<file path="src/rtl/aes_pkg.sv">
// Shared types and constants for the AES host-side sequencer.
// Holds the FSM state encoding, key-size codes and the key-word-count helper.
package aes_pkg;

   typedef enum logic [1:0] {
      ST_IDLE  = 2'd0,
      ST_KEY   = 2'd1,
      ST_DATA  = 2'd2,
      ST_DRAIN = 2'd3
   } state_t;

   localparam logic [1:0] KSIZE_128  = 2'd0;
   localparam logic [1:0] KSIZE_192  = 2'd1;
   localparam logic [1:0] KSIZE_256  = 2'd2;
   localparam logic [1:0] KSIZE_RSVD = 2'd3;

   // Number of 32-bit key words for a key-size code; the reserved code never reaches KEY.
   function automatic logic [3:0] key_words(input logic [1:0] ksize);
      logic [3:0] n;
      n = 4'd4;
      case (ksize)
         KSIZE_128: n = 4'd4;
         KSIZE_192: n = 4'd6;
         KSIZE_256: n = 4'd8;
         default:   n = 4'd4;
      endcase
      return n;
   endfunction

endpackage

</file>
<file path="src/rtl/aes_obuf.sv">
// Result buffer: synchronous FIFO with a combinational head and an occupancy count.
// A push into a full buffer is accepted only when a pop frees a slot in the same cycle.
module aes_obuf
   import aes_pkg::*;
#(
   parameter int DEPTH = 8
) (
   input  logic                       clk,
   input  logic                       rstn,
   input  logic                       clear,
   input  logic                       push,
   input  logic                       pop,
   input  logic [31:0]                din,
   output logic [31:0]                dout,
   output logic                       full,
   output logic                       empty,
   output logic [$clog2(DEPTH):0]     count
);

   localparam int AW = $clog2(DEPTH);
   localparam logic [AW:0] FULL_COUNT = (AW+1)'(DEPTH);
   localparam logic [AW:0] ONE_COUNT  = (AW+1)'(1);

   logic [31:0]   mem [DEPTH];
   logic [AW-1:0] wr_ptr;
   logic [AW-1:0] rd_ptr;
   logic          wr;
   logic          rd;

   assign full  = (count == FULL_COUNT);
   assign empty = (count == '0);
   assign dout  = mem[rd_ptr];
   assign wr    = push && (!full || pop);
   assign rd    = pop && !empty;

   // Storage carries no reset so it can map onto distributed RAM.
   always_ff @(posedge clk) begin
      if (wr && !clear) begin
         mem[wr_ptr] <= din;
      end
   end

   always_ff @(posedge clk or negedge rstn) begin
      if (!rstn) begin
         wr_ptr <= '0;
         rd_ptr <= '0;
         count  <= '0;
      end else if (clear) begin
         wr_ptr <= '0;
         rd_ptr <= '0;
         count  <= '0;
      end else begin
         if (wr) begin
            wr_ptr <= wr_ptr + 1'b1;
         end
         if (rd) begin
            rd_ptr <= rd_ptr + 1'b1;
         end
         case ({wr, rd})
            2'b10:   count <= count + ONE_COUNT;
            2'b01:   count <= count - ONE_COUNT;
            default: count <= count;
         endcase
      end
   end

endmodule

</file>
<file path="src/rtl/aes_seq.sv">
// Host-side sequencer for the AES engine: loads the key, streams data words under a
// credit limit so results always fit the output buffer, and signals completion.
module aes_seq
   import aes_pkg::*;
#(
   parameter int OBUF_DEPTH = 8,
   parameter int NBLK_W     = 16
) (
   input  logic              clk,
   input  logic              rstn,
   input  logic              cmd_vld,
   output logic              cmd_rdy,
   input  logic [1:0]        cmd_ksize,
   input  logic [NBLK_W-1:0] cmd_nblk,
   input  logic              abort,
   input  logic              key_vld,
   output logic              key_rdy,
   input  logic [31:0]       key_data,
   input  logic              in_vld,
   output logic              in_rdy,
   input  logic [31:0]       in_data,
   output logic              out_vld,
   input  logic              out_rdy,
   output logic [31:0]       out_data,
   output logic              done,
   output logic              err,
   output logic              aes_en,
   output logic              aes_go,
   output logic [1:0]        aes_ksize,
   output logic [31:0]       aes_din,
   output logic [31:0]       aes_key,
   input  logic              aes_din_req,
   input  logic [31:0]       aes_dout,
   input  logic              aes_dout_vld
);

   localparam int CW = $clog2(OBUF_DEPTH) + 1;
   localparam int WW = NBLK_W + 2;
   localparam logic [CW-1:0] CREDIT_FULL = CW'(OBUF_DEPTH);
   localparam logic [CW-1:0] CREDIT_ONE  = CW'(1);
   localparam logic [CW:0]   SLOTS_TOTAL = (CW+1)'(OBUF_DEPTH);

   state_t            state;
   state_t            state_nxt;
   logic [NBLK_W-1:0] nblk;
   logic [3:0]        key_cnt;
   logic [WW-1:0]     words_sent;
   logic [WW-1:0]     words_popped;
   logic [WW-1:0]     popped_nxt;
   logic [WW-1:0]     total_words;
   logic [CW-1:0]     credit;
   logic [CW-1:0]     obuf_count;
   logic              obuf_full;
   logic              obuf_empty;
   logic              cmd_acc;
   logic              key_acc;
   logic              in_acc;
   logic              out_pop;
   logic              push;
   logic              overrun;
   logic              credit_room;
   logic              go_set;
   logic              done_set;

   assign total_words = {nblk, 2'b00};
   assign cmd_rdy     = (state == ST_IDLE) && !abort;
   assign key_rdy     = (state == ST_KEY) && !abort && (key_cnt != key_words(aes_ksize));
   assign in_rdy      = (state == ST_DATA) && !abort && aes_din_req
                        && (credit != '0) && (words_sent < total_words);
   assign out_vld     = !obuf_empty;
   assign cmd_acc     = cmd_vld && cmd_rdy;
   assign key_acc     = key_vld && key_rdy;
   assign in_acc      = in_vld && in_rdy;
   assign out_pop     = out_vld && out_rdy;
   assign push        = aes_dout_vld && (state != ST_IDLE);
   assign overrun     = push && obuf_full && !out_pop && !abort;
   assign popped_nxt  = words_popped + WW'(out_pop);

   // A pop returns a credit only while credits plus buffered words stay within the
   // buffer, so stray engine words can never inflate the credit pool.
   assign credit_room = ({1'b0, credit} + {1'b0, obuf_count}) <= SLOTS_TOTAL;

   aes_obuf #(
      .DEPTH (OBUF_DEPTH)
   ) u_obuf (
      .clk   (clk),
      .rstn  (rstn),
      .clear (abort),
      .push  (push),
      .pop   (out_pop),
      .din   (aes_dout),
      .dout  (out_data),
      .full  (obuf_full),
      .empty (obuf_empty),
      .count (obuf_count)
   );

   // Next-state logic; abort overrides every other transition and suppresses pulses.
   always_comb begin
      state_nxt = state;
      go_set    = 1'b0;
      done_set  = 1'b0;
      case (state)
         ST_IDLE: begin
            if (cmd_acc) begin
               if (cmd_ksize == KSIZE_RSVD) begin
                  done_set = 1'b1;
               end else begin
                  state_nxt = ST_KEY;
               end
            end
         end
         ST_KEY: begin
            if (key_cnt == key_words(aes_ksize)) begin
               go_set = 1'b1;
               if (nblk == '0) begin
                  done_set  = 1'b1;
                  state_nxt = ST_IDLE;
               end else begin
                  state_nxt = ST_DATA;
               end
            end
         end
         ST_DATA: begin
            if (words_sent == total_words) begin
               state_nxt = ST_DRAIN;
            end
         end
         ST_DRAIN: begin
            if (popped_nxt == total_words) begin
               done_set  = 1'b1;
               state_nxt = ST_IDLE;
            end
         end
         default: state_nxt = ST_IDLE;
      endcase
      if (abort) begin
         state_nxt = ST_IDLE;
         go_set    = 1'b0;
         done_set  = 1'b0;
      end
   end

   always_ff @(posedge clk or negedge rstn) begin
      if (!rstn) begin
         state        <= ST_IDLE;
         done         <= 1'b0;
         aes_go       <= 1'b0;
         aes_en       <= 1'b0;
         aes_din      <= '0;
         aes_key      <= '0;
         aes_ksize    <= '0;
         nblk         <= '0;
         err          <= 1'b0;
         key_cnt      <= '0;
         words_sent   <= '0;
         words_popped <= '0;
         credit       <= CREDIT_FULL;
      end else begin
         state  <= state_nxt;
         done   <= done_set;
         aes_go <= go_set;
         aes_en <= in_acc;
         if (in_acc) begin
            aes_din <= in_data;
         end
         if (key_acc) begin
            aes_key <= key_data;
         end

         if (cmd_acc) begin
            aes_ksize <= cmd_ksize;
            nblk      <= cmd_nblk;
            err       <= (cmd_ksize == KSIZE_RSVD);
         end else if (overrun) begin
            err <= 1'b1;
         end

         if (abort || cmd_acc) begin
            key_cnt      <= '0;
            words_sent   <= '0;
            words_popped <= '0;
         end else begin
            if (key_acc) begin
               key_cnt <= key_cnt + 4'd1;
            end
            if (in_acc) begin
               words_sent <= words_sent + WW'(1);
            end
            words_popped <= popped_nxt;
         end

         if (abort) begin
            credit <= CREDIT_FULL;
         end else begin
            case ({in_acc, out_pop})
               2'b10:   credit <= credit - CREDIT_ONE;
               2'b01:   credit <= credit_room ? credit + CREDIT_ONE : credit;
               default: credit <= credit;
            endcase
         end
      end
   end

endmodule

</file>
<file path="config.mk">
export PLATFORM = sky130hd
export DESIGN_NAME = aes_seq
export DESIGN_NICKNAME = d
export VERILOG_FILES = /design/src/rtl/aes_pkg.sv /design/src/rtl/aes_obuf.sv /design/src/rtl/aes_seq.sv
export SDC_FILE = /design/constraint.sdc
export NUM_CORES = 1
export LEC_CHECK = 0
export BUFFER_PORTS_ARGS = -buffer_cell sky130_fd_sc_hd__clkbuf_2
export CORE_MARGIN = 10
export CORE_UTILIZATION = 60
export CTS_BUF_LIST = sky130_fd_sc_hd__clkbuf_4 sky130_fd_sc_hd__clkbuf_8
export DETAILED_ROUTE_END_ITERATION = 10
export PLACE_DENSITY = 0.83
export RECOVER_POWER = 100
export REMOVE_ABC_BUFFERS = 1
export SETUP_SLACK_MARGIN = 0.3
export SYNTH_ARGS = -nofsm -noshare
export SYNTH_HDL_FRONTEND = slang
export SYNTH_HIERARCHICAL = 1
export SYNTH_SLANG_ARGS = --single-unit
</file>
<file path="constraint.sdc">
create_clock -name clk -period 7.6 [get_ports clk]
set_input_delay 0.38 -clock clk [delete_from_list [all_inputs] [get_ports clk]]
set_output_delay 0.38 -clock clk [all_outputs]
set_load 0.01 [all_outputs]
</file>
==> flow_summary_export.csv <==
group,metric,value,unit
routing,num_vias,11500,
place,routabilityCongestion,0.906,
timing,setup_viol_count_final,0,
final_layout,layout.cells.most_common_list,"edfxtp_1, nand2_1, dfrtp_1",
routing,drt_iter0_markers,955,
place,detailed_place.area,18700,sq um
final_layout,finalInstanceArea,20600,sq um
power,power.clock.fraction,39.1,%
place,pre_cts_slack,3.67,ns
timing,hold_viol,0,
setup_path,critical_path.startpoint,"rstn",
die,floorplan.io_pins,229,
synth,syn_avg_cell_area,14.9,sq um
routing,number_of_antenna_violating_nets_in_the_routed_design,0,
die,core,27900,sq um
clock_tree,root_buffer,"clkbuf_8",
clock_tree,worstSkewPairLatency,0.63,ns
power,post-layout-total-power,0.00471,W
place,numPortBuffers,228,
run,max-cap-violations,16,
routing,detail_route.wl_per_cell,22.9,microns
final_layout,area_delta_synth_final,20.4,%
status,violations,"capacitance limit, slew limit",
clock_tree,tritoncts_clock_tree,"built",
power,power_frac_seq,52.2,%
timing,timing.final.crit_share,66.8,%
final_layout,final_common_cell,"edfxtp_1",
final_layout,area.sequential,11200,sq um
timing,post-route-min-period,5.07,ns
min_path,hold_crit_start,"cmd_nblk[11]",
timing,drv_slew,573,
power,comb_power_share,8.6,%
die,die-width,189,microns
timing,setup_tns,0,ns
clock_tree,buffers_inserted_during_post_cts_setup_optimization,0,
synth,syn-instance-count,1150,
setup_path,critPathKind,"primary input to asynchronous set/reset pin",
power,p_sw,0.00112,W
synth,synth_enable_flop_cells,256,
setup_path,worst-path-buf-inv,3,
grt,globalRoute.totalOverflow,0,
die,floorplan.initialDensity,61.2,%
routing,drc_errors,0,
setup_path,crit_required,8.02,ns
routing,detail_route.vias_per_cell,5.96,
synth,share_of_synthesized_area_occupied_by_flip_flops_and_latches,65.7,%
grt,antenna_found_initial,2,
power,cell_internal_pwr,0.00359,W
setup_path,critical-path-slowest-cell,"clkbuf_1",
routing,drt_first_pass_iters,9,
setup_path,r2r-start,"u_obuf/count[1]",
routing,drt_total_wl,44000,microns
timing,grt_setup_unrepaired,"no",
final_layout,multiInputGateArea,5490,sq um
grt,grt_pass1_vias,12200,
timing,finalClockSkew,0.0339,ns
grt,grt_pass1_wl,69300,microns
synth,ys_async_sr_fraction,35.7,%
power,vdd_drop_max,0.178,mV
setup_path,kind_of_end_point_of_the_critical_path,"asynchronous set/reset pin",
clock_tree,cts_resized,0,
timing,worst-slew-pin-transition,4.27,ns
clock_tree,clock-sinks,398,
final_layout,fillers,1708,
synth,synth_ff_type,"edfxtp_1",
clock_tree,cts_inserted_buffers,61,
setup_path,cp_max_fo,79,
setup_path,worstSetupStartpointType,"primary input",
power,p_sw_share,23.7,%
setup_path,max_stage_delay,2.97,ns
min_path,hold_path.class,"primary input to flop",
timing,finalWorstSetupSlack,2.53,ns
setup_path,worst_path_cell_chain,"dlygate4sd3_1 > clkbuf_1 > clkbuf_2",
setup_path,timing.critical_path.max_delay_family,"buffers and inverters",
die,fp.dieH,189,microns
die,std_cell_rows,61,
power,pwr_density_cell,229,nW/um^2
synth,synth_area,17100,sq um
place,dp_hpwl,27000,microns
grt,grt_max_degree,80,
synth,synth_cell_type_count,73,
status,result_of_the_run,"finished, violations left",
timing,whs,0.0399,ns
clock_tree,clock_transition_at_the_register_clock_pins_on_the_worst_setup_and_hold_paths_after_cts,0.06,ns
power,power_leakage,7.95,nW
clock_tree,cts-hold-fix-buffers,87,
synth,synth-seq-cells,398,
clock_tree,cts_buffer_depth,3,
timing,max_clock_freq,197,MHz
clock_tree,cts_htree_levels,2,
final_layout,post_route_cells_drive_above_1_share,22.3,%
timing,max_slew_margin,-185,%
grt,grtUsageTotal,24.6,%
die,design.die.area,35700,sq um
synth,synth_warnings,6,
setup_path,crit_arrival,5.49,ns
final_layout,nNetsFinal,1648,
==> flip-flops by register name, summed over array words and instances, names as in the netlist <==
signal         cells
words_sent        18
state              2
u_obuf/rd_ptr      3
aes_en             1
aes_key           32
err                1
nblk              16
aes_ksize          2
aes_go             1
key_cnt            4
aes_din           32
credit             4
u_obuf/count       4
u_obuf/wr_ptr      3
done               1
words_popped      18
u_obuf/mem       256
==> Yosys cell counts (all sizes together) (23+ instances only) <==
cell | n | area share, %
nor2 | 58 | 1.3
o21ai | 30 | 0.90
edfxtp | 256 | 45
a21oi | 23 | 0.67
dfrtp | 141 | 21
nand2 | 144 | 3.2
clkbuf | 32 | 0.70
xnor2 | 29 | 1.5
mux2 | 70 | 4.6
mux4 | 64 | 8.4
ha | 32 | 2.3
inv | 37 | 0.81
==> worst paths after layout <==
kind	endpoint	slack, ns	cells past startpoint
setup / recovery	aes_key[14]	2.53	3
hold / removal	nblk[11]	0.04	3
setup reg to reg	u_obuf/mem[3][28]	2.61	8
hold reg to reg	aes_din[6]	0.49	2
max in group clk	u_obuf/mem[3][28]	2.61	8
min in group asynchronous	aes_key[4]	1.80	2
==> cell families after synthesis <==
logic type / synth area share [%]
DFF: 65.7
adders and majority gates: 2.63
AOI/OAI and AO/OA: 4.24
xor gates and xnor gates: 2.55
and+or+nand+nor: 9.27
buffers and inverters: 2.14
muxes: 13.4
==> layer usage <==
| metal | vias to the layer above | GRT usage, % | wire length, microns |
|---|---|---|---|
| met1 | 5755 | 29.9 | 16700 |
| met5 | - | 0 | 0 |
| met3 | 91 | 7.66 | 4360 |
| li1 | 5015 | - | - |
| met2 | 590 | 41.1 | 21800 |
| met4 | 0 | 8.00 | 1110 |
==> layout make-up <==
class / count / area share, %
antenna: 2 / 0.0243
inverter: 37 / 0.675
clock buffer: 94 / 5.49
timing repair buffer: 332 / 9.37
clock inverter: 20 / 0.851
sequential: 398 / 54.6
multi-input combinational: 661 / 26.7
tap: 378 / 2.30
==> through the flow <==
step	std cells	utilization, %
3_3_place_gp	1719	66.9
2_1_floorplan	1096	-
6_report	1922	73.7
5_1_grt	1921	73.7
4_1_cts	1920	74.7
3_5_place_dp	1719	66.9
==> worst reg2reg max path, delay by kind of cell, from the launching register on <==
| family | cells | cell delay [ns] |
|---|---|---|
| buffers and inverters | 4 | 1.91 |
| and+or+nand+nor | 3 | 1.69 |
| AOI/OAI and AO/OA | 1 | 0.43 |
| DFF | 1 | 0.55 |
==> power by group through the flow <==
stage	Combinational, W	Sequential (W)	Clock (W)
global placement	0.000367	0.00249	0
finish	0.000405	0.00246	0.00184
floorplan	0.000156	0.00251	0
global route	0.000440	0.00247	0.00198
CTS	0.000417	0.00245	0.00187
detailed placement	0.000379	0.00249	0
(Power assumes the default switching activity.)
